## config.mk

```make
export PLATFORM = sky130hd
export DESIGN_NAME = ripple_adder
export DESIGN_NICKNAME = d
export VERILOG_FILES = /design/src/rtl/ripple_adder_pkg.sv /design/src/rtl/ripple_adder_full_adder.sv /design/src/rtl/ripple_adder.sv
export SDC_FILE = /design/constraint.sdc
export NUM_CORES = 1
export LEC_CHECK = 0
export CORE_AREA = 2 2 39 41
export CTS_BUF_LIST = sky130_fd_sc_hd__clkbuf_8
export CTS_CLUSTER_DIAMETER = 50
export CTS_CLUSTER_SIZE = 20
export DETAILED_ROUTE_END_ITERATION = 10
export DIE_AREA = 0 0 41 43
export GPL_ROUTABILITY_DRIVEN = 0
export PLACE_DENSITY = 0.58
export SETUP_SLACK_MARGIN = 0.15
export SYNTH_ARGS = -nofsm -noshare
export SYNTH_HDL_FRONTEND = slang
export SYNTH_SLANG_ARGS = --single-unit
export TNS_END_PERCENT = 1
```

## constraint.sdc

```tcl
create_clock -name clk -period 3.95 [get_ports clk]
set_input_delay 0.395 -clock clk [delete_from_list [all_inputs] [get_ports clk]]
set_output_delay 0.395 -clock clk [all_outputs]
set_load 0.01 [all_outputs]
```

## src/rtl/ripple_adder_pkg.sv

```systemverilog
// ripple_adder_pkg: shared constants for the ripple adder
package ripple_adder_pkg;
  localparam int RIPPLE_ADDER_DEFAULT_WIDTH = 4;
endpackage

```

## src/rtl/ripple_adder_full_adder.sv

```systemverilog
// full_adder: single-bit combinational full-adder cell
module full_adder (
  input  logic a,
  input  logic b,
  input  logic ci,
  output logic s,
  output logic co
);
  logic p;
  assign p  = a ^ b;
  assign s  = p ^ ci;
  assign co = (a & b) | (ci & p);
endmodule

```

## src/rtl/ripple_adder.sv

```systemverilog
// ripple_adder: registered ripple-carry adder; RIPPLE_ADDER_OVF_EN adds a registered signed-overflow flag
module ripple_adder
  import ripple_adder_pkg::*;
#(
  parameter int WIDTH = RIPPLE_ADDER_DEFAULT_WIDTH
) (
  input  logic             clk,
  input  logic             rst_n,
  input  logic             en,
  input  logic [WIDTH-1:0] a,
  input  logic [WIDTH-1:0] b,
  input  logic             cin,
  output logic [WIDTH-1:0] s,
  output logic             cout,
`ifdef RIPPLE_ADDER_OVF_EN
  output logic             ovf,
`endif
  output logic             valid
);
  logic [WIDTH:0]   carry;
  logic [WIDTH-1:0] sum;
  logic [WIDTH-1:0] s_q, s_d;
  logic             cout_q, cout_d;
  logic             valid_q;
  assign carry[0] = cin;
  for (genvar i = 0; i < WIDTH; i++) begin : g_cell
    full_adder u_fa (
      .a (a[i]),
      .b (b[i]),
      .ci(carry[i]),
      .s (sum[i]),
      .co(carry[i+1])
    );
  end
  // load a fresh result on en, otherwise hold the last one
  always_comb begin
    s_d    = en ? sum : s_q;
    cout_d = en ? carry[WIDTH] : cout_q;
  end
  // result registers; reset wins over en and discards that edge's operands
  always_ff @(posedge clk) begin
    if (!rst_n) begin
      s_q     <= '0;
      cout_q  <= 1'b0;
      valid_q <= 1'b0;
    end else begin
      s_q     <= s_d;
      cout_q  <= cout_d;
      valid_q <= en;
    end
  end
  assign s     = s_q;
  assign cout  = cout_q;
  assign valid = valid_q;
`ifdef RIPPLE_ADDER_OVF_EN
  logic ovf_q, ovf_d;
  // overflow when like-signed operands produce a result of the other sign
  always_comb begin
    ovf_d = en ? ((a[WIDTH-1] == b[WIDTH-1]) && (sum[WIDTH-1] != a[WIDTH-1])) : ovf_q;
  end
  // overflow register follows the same reset/en rules as the sum
  always_ff @(posedge clk) begin
    if (!rst_n) ovf_q <= 1'b0;
    else        ovf_q <= ovf_d;
  end
  assign ovf = ovf_q;
`endif
endmodule

```

==> flow_summary.yaml <==
outcome:
  outcome: "completed"
sta:
  worst_slew_pin_slew_ns: 0.360
  clock_skew_ns: 0
  relSlewSlack: 0.759
  period_share: 0.592
  timing.final.hold_violations: 0
  post-route-min-period_ns: 2.34
  clock.fmax_mhz: 428
  hold-worst-slack_ns: 0.471
  drv_slew: 0
  rsz0062_at_grt: "false"
  final_layout_setup_total_negative_slack_ns: 0
  final_critical_path_setup_slack_ns: 1.61
  finalSetupViolations: 0
yosys:
  netlist_top_cells_count: "7 x inv_1, 6 x dfxtp_1, 4 x fa_1"
  synth_top_flop_cell: "dfxtp_1"
  mappedNetlistArea_sq_um: 319
  synth_nets: 45
  synth.ff_latch_count: 6
  most_frequently_used_cell_type_in_the_post_synthesis_netlist: "inv_1"
  synth_top_cell_by_area: "dfxtp_1"
  post_synth_main_area_contributors: "dfxtp_1 38%, fa_1 25%, o211a_1 9.4%, inv_1 8.2%, mux2i_1 6.3%"
  avgSynthCellArea_sq_um: 11.0
  asyncSetResetFlopFracSynth: 0
  synth_sequential_area_ratio: 0.376
  synth_enable_flop_cells: 0
  post_synth_inst_count: 29
  synthDominantCellAreaShare: 0.376
  post_synth_num_cell_types: 9
  yosys_warnings: 0
clock_tree:
  htree_num_levels: 1
  cts_setup_buffers: 0
  post_cts.resized_instances: 0
  worst_skew_pair.late_latency_ns: 0.22
  cts_inserted_buffers: 3
  cts_tree: "done"
  worst_case_clock_buffer_depth: 2
  clock-sinks: 6
  cts.reportedPaths.clkPinSlew_ns: 0.03
  cts_root_buf: "clkbuf_8"
  number_of_hold_repair_buffers_added_at_the_cts_stage: 0
detailed_routing:
  route.final.wire_length_um: 548
  remaining_drc_errors: 0
  routed_len_inst_um: 8.56
  vias_per_inst: 3.83
  violation_count_after_the_first_detailed_route_iteration: 1
  ant_nets: 0
  detailedRoute.firstPassIterationCount: 2
  detailroute.via_count: 245
place:
  dp_slack_ns: 1.37
  dp_hpwl_um: 453
  port-buffer-count: 17
  dpl-instance-area_sq_um: 498
worst_setup_path:
  critical_path.max_fanout: 1
  cp.required_ns: 4.11
  start_kind: "input pin"
  worst_setup_path_end_kind: "flip-flop"
  timing.setup.critical_path_class: "input pin to flip-flop"
  arrival_ns: 2.50
  reg2reg_depth: 1
global_route:
  globalRouteOverflowTotal: 0
  grt_antenna_before_repair: 0
  grtUsageTotal: 0.0972
  number_of_global_route_vias_before_repair: 275
  grt_first_pass_wirelength_mm: 1.06
  grt_start_max_net_pins: 10
final_layout:
  layout_nets: 66
  antenna_cells: 0
  area_growth_pct: 69.0
  finalInstanceArea_sq_um: 539
  drive_above_1_share: 0.0833
hold_path:
  hp-class: "flip-flop to flip-flop"
  instance_count_along_the_most_critical_hold_path: 1
floorplan:
  starting_utilization_of_the_core_area: 0.231
  core_area_sq_mm: 0.00138
  die_height_um: 43
  io_pins: 18
  die-width_um: 41
  standard_cell_row_count: 14
  fp.dieArea_sq_mm: 0.00176
run:
  drv.max_cap_violation_count: 0
power_and_ir_drop:
  p_leak_nw: 0.258
  ir_drop_v: 0.000218
  power.density_cell_area_mw_per_mm2: 375
[layout by cell type (no fill, tap or decap)]
cell / count
nand2_1: 3
o211a_1: 3
dfxtp_1: 6
and2_2: 1
mux2i_1: 2
inv_1: 7
clkdlybuf4s50_1: 17
fa_1: 4
nor2b_1: 2
clkbuf_8: 3
[per-layer routing]
| metal | GRT usage | part of all wire | up-vias |
|---|---|---|---|
| met1 | 0.0957 | 0.41 | 107 |
| met4 | 0.0400 | 0 | 0 |
| met5 | 0 | 0 | - |
| met3 | 0.0942 | 0.10 | 0 |
| li1 | - | - | 125 |
| met2 | 0.134 | 0.49 | 13 |
[registers in the layout, summed over array words and instances (netlist names)]
register	flops
cout	1
valid	1
s	4
[stage by stage]
step           power, mW  cells  utilization
2_1_floorplan     0.0893     29            -
3_3_place_gp       0.114     61        0.360
3_5_place_dp       0.114     61        0.360
4_1_cts            0.208     64        0.390
5_1_grt            0.220     64        0.390
6_report           0.202     64        0.390
[worst max-delay path, cell delays in order]
cell	delay [ns]
clkdlybuf4s50_1	0.40
inv_1	0.08
fa_1	0.16
inv_1	0.04
fa_1	0.37
fa_1	0.37
inv_1	0.07
fa_1	0.40
nand2_1	0.08
o211a_1	0.14
[area by class of cell]
cell class              instances  area (sq um)
multi-input cells              15           161
flip-flops and latches          6           120
inverters                       7          26.3
fillers                       144           845
repair buffers                 17           170
clock buffers                   3          41.3
well taps                      16          20.0
[where the power goes]
part	switching, mW	internal (mW)	total, mW	leakage (nW)
clock	0.0245	0.0653	0.0898	0.0216
combinational	0.0159	0.0275	0.0434	0.187
sequential	0.00233	0.0665	0.0688	0.0498
total	0.0428	0.159	0.202	0.258
[cells by family (layout without fill, tap and decap cells)]
kind of cell,count (synthesis),in the layout,synth area share
buf+inv,8,27,0.118
mux,2,2,0.0627
simple gates,6,6,0.0980
fa+ha+maj,4,4,0.251
flops,6,6,0.376
compound gates,3,3,0.0941
[path summary, 6_finish.rpt]
| kind | end | start | slack [ns] |
|---|---|---|---|
| setup reg to reg | cout | cout | 3.35 |
| setup / recovery | s[3] | a[0] | 1.61 |
| hold reg to reg | s[0] | s[0] | 0.47 |
| hold / removal | s[0] | s[0] | 0.47 |
Note: power is estimated with default switching activity, not from simulation.
